### config.mk
export PLATFORM = sky130hd
export DESIGN_NAME = audio_recorder_flat
export DESIGN_NICKNAME = d
export VERILOG_FILES = /design/src/rtl/audio_recorder_if.sv /design/src/rtl/audio_recorder.sv /design/src/flat_wrapper.sv
export SDC_FILE = /design/constraint.sdc
export NUM_CORES = 1
export LEC_CHECK = 0
export ABC_AREA = 1
export CAP_MARGIN = 20
export CORE_MARGIN = 2
export CORE_UTILIZATION = 49
export CTS_BUF_LIST = sky130_fd_sc_hd__clkbuf_8
export DETAILED_ROUTE_END_ITERATION = 8
export PLACE_DENSITY = 0.78
export SLEW_MARGIN = 15
export SYNTH_ARGS = -nofsm -noshare
export SYNTH_HDL_FRONTEND = slang
export SYNTH_SLANG_ARGS = --single-unit
### constraint.sdc
create_clock -name DAC_LR_CLK -period 1.9 [get_ports DAC_LR_CLK]
set_input_delay 0.38 -clock DAC_LR_CLK [delete_from_list [all_inputs] [get_ports DAC_LR_CLK]]
set_output_delay 0.38 -clock DAC_LR_CLK [all_outputs]
set_load 0.05 [all_outputs]
### src/rtl/audio_recorder_if.sv
// Sample RAM bus: the recorder drives address/write side (master), a
// synchronous RAM answers with read data one cycle after the address (slave).
interface audio_recorder_if #(
   parameter int ADDR_W = 15
);
   logic [ADDR_W-1:0] ram_addr;
   logic [15:0]       ram_wdata;
   logic              ram_we;
   logic [15:0]       ram_rdata;

   modport master (output ram_addr, output ram_wdata, output ram_we, input ram_rdata);
   modport slave  (input ram_addr, input ram_wdata, input ram_we, output ram_rdata);
endinterface

### src/rtl/audio_recorder.sv
// Triggered audio recorder: arms on a record request, starts storing ADC
// frames once a sample's magnitude crosses TRIG_LEVEL, and plays the stored
// take back (optionally looping) through the DAC word.
module audio_recorder #(
   parameter int          ADDR_W     = 15,
   parameter logic [15:0] TRIG_LEVEL = 16'd1024
) (
   input  logic             DAC_LR_CLK,
   input  logic             reset,
   input  logic             rec_sw,
   input  logic             play_sw,
   input  logic             loop,
   input  logic [15:0]      adc_sample,
   audio_recorder_if.master ram,
   output logic [15:0]      dac_sample,
   output logic [1:0]       state,
   output logic [ADDR_W:0]  rec_len,
   output logic             full
);
   typedef enum logic [1:0] {
      IDLE   = 2'b00,
      ARMED  = 2'b01,
      RECORD = 2'b10,
      PLAY   = 2'b11
   } state_t;

   localparam logic [ADDR_W-1:0] LAST_ADDR = '1;
   localparam logic [ADDR_W-1:0] ADDR_ONE  = 1;
   localparam logic [ADDR_W:0]   LEN_ONE   = 1;

   state_t            state_q;
   logic              rec_dly_q, play_dly_q;
   logic [ADDR_W-1:0] wptr_q, addr_q;
   logic [15:0]       wdata_q, dac_q;
   logic              we_q, full_q;
   logic [ADDR_W:0]   len_q;
   // vld_q[0]: a playback address went out on the last edge;
   // vld_q[1]: the RAM data for that address is on ram_rdata now.
   logic [1:0]        vld_q;

   logic              rec_rise, play_rise, at_last, trig;
   logic [15:0]       mag;

   assign rec_rise  = rec_sw  & ~rec_dly_q;
   assign play_rise = play_sw & ~play_dly_q;
   assign at_last   = ({1'b0, addr_q} == (len_q - LEN_ONE));
   assign trig      = (mag >= TRIG_LEVEL);

   // Sample magnitude; 16'h8000 has no positive twin so it clamps to full scale
   always_comb begin
      mag = adc_sample;
      if (adc_sample == 16'h8000)
         mag = 16'h7FFF;
      else if (adc_sample[15])
         mag = -adc_sample;
   end

   // Control FSM with edge detectors, RAM bus and DAC pipeline, all registered
   always_ff @(posedge DAC_LR_CLK) begin
      if (!reset) begin
         state_q    <= IDLE;
         rec_dly_q  <= 1'b1;
         play_dly_q <= 1'b1;
         wptr_q     <= '0;
         addr_q     <= '0;
         wdata_q    <= '0;
         we_q       <= 1'b0;
         len_q      <= '0;
         full_q     <= 1'b0;
         vld_q      <= '0;
         dac_q      <= '0;
      end else begin
         rec_dly_q  <= rec_sw;
         play_dly_q <= play_sw;
         we_q       <= 1'b0;
         vld_q      <= {vld_q[0], 1'b0};
         dac_q      <= vld_q[1] ? ram.ram_rdata : 16'h0000;
         case (state_q)
            IDLE: begin
               if (rec_rise)
                  state_q <= ARMED;
               else if (play_rise && len_q != '0) begin
                  state_q  <= PLAY;
                  addr_q   <= '0;
                  vld_q[0] <= 1'b1;
               end
            end
            ARMED: begin
               if (!rec_sw)
                  state_q <= IDLE;
               else if (trig) begin
                  // the triggering frame itself is the first stored sample
                  state_q <= RECORD;
                  we_q    <= 1'b1;
                  addr_q  <= '0;
                  wdata_q <= adc_sample;
                  wptr_q  <= ADDR_ONE;
                  len_q   <= LEN_ONE;
                  full_q  <= 1'b0;
               end
            end
            RECORD: begin
               if (!rec_sw)
                  state_q <= IDLE;
               else begin
                  we_q    <= 1'b1;
                  addr_q  <= wptr_q;
                  wdata_q <= adc_sample;
                  wptr_q  <= wptr_q + ADDR_ONE;
                  len_q   <= len_q + LEN_ONE;
                  // last slot written: stop rather than overwrite the take
                  if (wptr_q == LAST_ADDR) begin
                     full_q  <= 1'b1;
                     state_q <= IDLE;
                  end
               end
            end
            PLAY: begin
               if (!play_sw)
                  state_q <= IDLE;
               else if (at_last) begin
                  if (loop) begin
                     addr_q   <= '0;
                     vld_q[0] <= 1'b1;
                  end else
                     state_q <= IDLE;
               end else begin
                  addr_q   <= addr_q + ADDR_ONE;
                  vld_q[0] <= 1'b1;
               end
            end
            default: state_q <= IDLE;
         endcase
      end
   end

   assign ram.ram_addr  = addr_q;
   assign ram.ram_wdata = wdata_q;
   assign ram.ram_we    = we_q;
   assign dac_sample    = dac_q;
   assign state         = state_q;
   assign rec_len       = len_q;
   assign full          = full_q;
endmodule

### src/flat_wrapper.sv
// flat-port wrapper written by rule: the top's interface ports become plain ports
module audio_recorder_flat 
#(
   parameter int          ADDR_W     = 15,
   parameter logic [15:0] TRIG_LEVEL = 16'd1024
)
  (DAC_LR_CLK, reset, rec_sw, play_sw, loop, adc_sample, dac_sample, state, rec_len, full, ram_ram_addr, ram_ram_wdata, ram_ram_we, ram_ram_rdata);
  audio_recorder_if #(.ADDR_W(ADDR_W)) ram_i ();
  input  logic DAC_LR_CLK;
  input  logic reset;
  input  logic rec_sw;
  input  logic play_sw;
  input  logic loop;
  input  logic [15:0] adc_sample;
  output logic [15:0] dac_sample;
  output logic [1:0] state;
  output logic [ADDR_W:0] rec_len;
  output logic full;
  output wire logic [$bits(ram_i.ram_addr)-1:0] ram_ram_addr;
  output wire logic [$bits(ram_i.ram_wdata)-1:0] ram_ram_wdata;
  output wire logic [$bits(ram_i.ram_we)-1:0] ram_ram_we;
  input wire logic [$bits(ram_i.ram_rdata)-1:0] ram_ram_rdata;
  assign ram_ram_addr = ram_i.ram_addr;
  assign ram_ram_wdata = ram_i.ram_wdata;
  assign ram_ram_we = ram_i.ram_we;
  assign ram_i.ram_rdata = ram_ram_rdata;
  audio_recorder #(.ADDR_W(ADDR_W), .TRIG_LEVEL(TRIG_LEVEL)) u_core (.DAC_LR_CLK(DAC_LR_CLK), .reset(reset), .rec_sw(rec_sw), .play_sw(play_sw), .loop(loop), .adc_sample(adc_sample), .ram(ram_i), .dac_sample(dac_sample), .state(state), .rec_len(rec_len), .full(full));
endmodule
## After elaboration in Yosys (flattened, before gate mapping)

Index checks and enable logic that the tools add are counted.

- Bits in registers: 86
- Output and inout port bits: 67
- Word-level logic and storage cells: 97

- Add/sub/neg operators: 5
- $lt $le $gt $ge: 1
- Equality and inequality tests: 19
- Mux-type cells: 48
- Bitwise logic cells: 4
- Reductions and logical operators: 9

Operators by type and width:

| cell | count |
|---|---|
| 2-to-1 mux 15 bit | 11 |
| 2-to-1 mux 16 bit | 8 |
| case mux 16 bit (2 select lines) | 2 |
| case mux 15 bit (4 select lines) | 1 |
| adder 15 x 1 -> 15 bit (second input constant) | 2 |
| case mux 15 bit (2 select lines) | 1 |
| 2-to-1 mux 2 bit | 9 |
| adder 16 x 1 -> 16 bit (second input constant) | 1 |
| == test 15 x 16 -> 1 bit | 1 |
| == test 16 bit (second input constant) | 1 |
| greater-or-equal comparator 16 x 11 -> 1 bit (second input constant) | 1 |
| negator 16 bit | 1 |
| nonzero test 16 bit | 1 |
| subtractor 16 x 1 -> 16 bit (second input constant) | 1 |
| == test 15 bit (second input constant) | 1 |
| 2-to-1 mux 1 bit | 12 |
| AND reduction 5 bit | 2 |
| != test 3 x 2 -> 1 bit (second input constant) | 3 |
| != test 2 bit (second input constant) | 4 |
| case mux 2 bit (4 select lines) | 1 |
| AND reduction 7 bit | 1 |
| != test 2 x 1 -> 1 bit (second input constant) | 3 |
| != test 3 bit (second input constant) | 2 |
| case mux 1 bit (2 select lines) | 3 |
| other kinds (10) | 13 |

## Longest topological paths before layout

- Depth in word-level cells: 7
- Mapped depth: 19

## Least setup slack after synthesis

Ideal clock, no wire load.

- Path type: register -> register
- Start point: register u_core.len_q[0] (netlist: u_core.rec_len[0])
- End point: register u_core.addr_q[4] (netlist: u_core.ram.ram_addr[4])
- Data arrival time: 2224 ps
- Slack: -437 ps
- Cell stages (with the launch flop): 17
- Buffers on the path: 1
- Path through: dfxtp_1 > inv_2 > ha_1 > inv_1 > nand2_1 > nand2_1 > nor2_1 > nand2_1 > nor2_1 > nand3_1 > nor3_2 > nand3_2 > nand3_2 > buf_6 > nand2_1 > nand2_1 > nor2_1

- Longest elaborated chain between the ends: 5
- Elaborated cells on any way between the ends: 10
- Those cells by class: add/sub: 1; eq/ne: 3; mux: 3; reduce/logical: 3

RTL lines:

| element | line | RTL |
|---|---|---|
| from (decl) | audio_recorder.sv:36 | `logic [ADDR_W:0] len_q;` |
| from (signal assigned) | audio_recorder.sv:110 | `len_q <= len_q + LEN_ONE;` |
| subtractor 16 x 1 -> 16 bit | audio_recorder.sv:46 | `assign at_last = ({1'b0, addr_q} == (len_q - LEN_ONE));` |
| == test 15 x 16 -> 1 bit | audio_recorder.sv:46 |  |
| 2-to-1 mux 15 bit | audio_recorder.sv:121 | `else if (at_last) begin` |
| 2-to-1 mux 15 bit | audio_recorder.sv:119 | `if (!play_sw)` |
| case mux 15 bit (4 select lines) | audio_recorder.sv:78 | `case (state_q)` |
| to (signal assigned) | audio_recorder.sv:107 | `addr_q <= wptr_q;` |
| to (signal assigned) | audio_recorder.sv:128 | `addr_q <= addr_q + ADDR_ONE;` |
| to (decl) | audio_recorder.sv:33 | `logic [ADDR_W-1:0] wptr_q, addr_q;` |

Parallel ways exist; a longest one is shown, timed or not. The select of a mux whose other input is x is not followed.
A chain may end at the register's enable or synchronous reset.

## Worst setup path after layout

- Start point: register u_core.len_q[1] (netlist: u_core.rec_len[1])
- End point: register u_core.addr_q[5] (netlist: u_core.ram.ram_addr[5])

Same word-level chain as after synthesis.

==> metrics.txt <==
status finished, violations left; failing checks setup timing; Root Buffer Master clkbuf_8; Worst R2R Path Depth 18; Critical Path Start u_core.rec_len[1]; Mean Syn Cell Area around 6.1 um^2; cell at the slowest stage of the critical path dfxtp_4; Initial DRT Pass Iterations 5; Skew-Pair Late Insertion Delay 370 ps; placed cell area ~7600 um^2; Final Skew 11.30 ps; filler cell count approximately 880; DR vias ~6800; post-DP HPWL roughly 13 mm; most common cell in the netlist nand2_1; area delta synth->final 50.33%; core box area 11270 um^2; clock buffer depth 2; post-synth top area cell dfxtp_1; Distinct cells, synth 35; global-route wire length before repair just under 30 mm; wire length per cell 14.80 um; # clock sinks 86; Worst VDD drop 1.063 mV; antenna cells 0; CP arrival about 2600 ps; Post-synth EDFFs 0; Synth area leaders dfxtp_1, nand2_1, nor2_1, inv_1, nand3_1; I/O Buffers around 100; CP Cell Sequence inv_4, ha_4, buf_6, inv_2, nand2_2, nand2_1, nand2_1, nand2_2, nand2_4, nor2_4, nand3_2, nor3_4, nand3_2, nand3_4, buf_6, buf_16, nor2_2, nor2_1; CTS tree built; die area about 12000 um^2; Pins Over Slew Limit 0; Clock transition at path regs 100 ps; Final Wtd Congestion approximately 0.94; worst setup margin -344.6 ps; Req. time, crit path roughly 2200 ps; Max stage delay on crit path around 380 ps; vias in the first global route roughly 6400; reg2reg setup slack -340 ps; Via density about 5.2; Residual DRC 0; routed wire length a little under 20 mm; H-tree depth 3; Seq cells post-synth 86; fin crit share 1.181; Crit Path Class reg2reg; share of layout cells above drive strength 1 0.3110; fmax between 400 and 500 MHz; most instantiated cells after synthesis nand2_1, nor2_1, inv_1; Setup WS pre-CTS -583.7 ps; Max-Cap Viols 0; warnings from Yosys 0; dominant synthesized flop cell dfxtp_1; Yosys top cell area share 0.3069; Cell Area, Synth roughly 5600 um^2; nets@finish roughly 1200; pin count of the biggest net entering global routing 32; RSZ-0062 raised after global routing yes; Post-Synthesis Cells just over 900; Final Setup Violations 19; grt total ovfl 0; Hold Vio Cnt, Final 0; HP Class in2reg; Worst Setup Start Kind flip-flop; critical path fanouts, max 8; Iteration-0 DRC Markers between 500 and 600; Post-DRT Antenna Nets 0; Rows 39; Leakage ~0.0044 uW; relative slew slack 0.6154; Slew @ Worst Pin 576.3 ps; Final Cell Area between 8000 and 9000 um^2; Worst setup endpoint u_core.ram.ram_addr[5]; total CTS buffers 9; GRT Total Usage 0.2976; Setup crit end kind flip-flop; Syn Nets slightly below 1000; capturing point of the worst reg2reg path u_core.ram.ram_addr[5]; worst r2r src u_core.rec_len[1]; Pwr Density around 1100 nW/um^2; Min-Delay Startpoint adc_sample[0]; Seq/Total Area, Yosys 0.3069; Initial Util 0.4977; setup tns final -4965 ps; Die W about 110 um; die height ~110 um; Post-synth ARST share 0; Period minus WS final approximately 2200 ps; initial antenna violation count 0; I/O pin total about 100; Post-CTS Hold Buffers 0
[power by group]
part	internal, uW	switching (uW)
Combinational	2250	3630
Clock	612	733
Sequential	2140	282
Total	5000	4640
[cell type report]
class	instances	area, um^2	share of cell area
Clock inverter	7	72.57	0.008604
Inverter	116	452.9	0.05370
Clock buffer	9	123.9	0.01469
Sequential cell	86	1763	0.2090
Timing Repair Buffer	258	2247	0.2664
Tap cell	143	178.9	0.02121
Multi-Input combinational cell	688	3596	0.4263
[flip-flops by register name, indices dropped and copies added, names as in the netlist, 2 cells and up]
| register | flops |
|---|---|
| u_core.ram.ram_wdata | 16 |
| u_core.vld_q | 2 |
| u_core.rec_len | 16 |
| u_core.dac_sample | 16 |
| u_core.state | 2 |
| u_core.wptr_q | 15 |
| u_core.ram.ram_addr | 15 |
[worst max-delay path, delay by kind of cell (launching register included)]
family                   cells  cell delay (ps)
AND/OR/NAND/NOR             12             1160
buffers and inverters        5              460
flip-flops                   1              380
adder cells (fa/ha/maj)      1              170
[metal layers]
| metal | track usage | part of all wire | vias up |
|---|---|---|---|
| li1 | - | - | 3342 |
| met1 | 0.3553 | 0.39 | 3087 |
| met2 | 0.5080 | 0.48 | 343 |
| met3 | 0.06561 | 0.086 | 60 |
| met4 | 0.1417 | 0.041 | 0 |
| met5 | 0 | 0 | - |
[repair_timing]
| action | in CTS | in global routing |
|---|---|---|
| setup endpoints to repair | 83 | 79 |
| hold endpoints to repair | 0 | 0 |
| gates resized for setup | 86 | 118 |
| pin swaps | 22 | 72 |
| setup buffers | 12 | 8 |
| cloned | 4 | 3 |
[logic make-up after synthesis]
group / count (synthesis) / synth area share
adders and majority gates: 10 / 0.02230
AOI/OAI and AO/OA: 77 / 0.07003
and+or+nand+nor: 578 / 0.4429
DFF: 86 / 0.3069
buffers and inverters: 152 / 0.1195
xor gates and xnor gates: 23 / 0.03836
[layout by cell type (no fill, tap or decap), types with 12 or more instances in the layout]
cell type	instances
dlymetal6s2s_1	13
nand2_2	32
buf_6	12
nor2_1	132
xor2_1	19
inv_1	102
a21oi_1	33
dfxtp_2	18
nor2_4	22
buf_4	168
nor2_2	23
o21ai_0	26
dlygate4sd2_1	18
dfxtp_1	63
clkdlybuf4s50_1	23
nand3_1	72
nand4_1	12
nand2_1	245
[worst min path at each step]
stage	cells after the start	slack (ps)	to
floorplan	2	390	u_core.vld_q[1]
CTS	3	420	u_core.ram.ram_wdata[0]
global route	4	380	u_core.ram.ram_wdata[1]
finish	4	370	u_core.ram.ram_wdata[0]
global placement	2	410	u_core.vld_q[1]
detailed placement	2	410	u_core.vld_q[1]
[metrics by stage]
step | util | hold slack [ps] | cells | power [uW]
floorplan | - | 390.5 | 926 | 5668
global placement | 0.6767 | 407.5 | 1268 | 7384
detailed placement | 0.6767 | 407.3 | 1268 | 7463
CTS | 0.7195 | 415.7 | 1299 | 9336
global route | 0.7483 | 380.7 | 1307 | 10200
finish | 0.7483 | 365.1 | 1307 | 9648
Note: power is estimated with default switching activity, not from simulation.
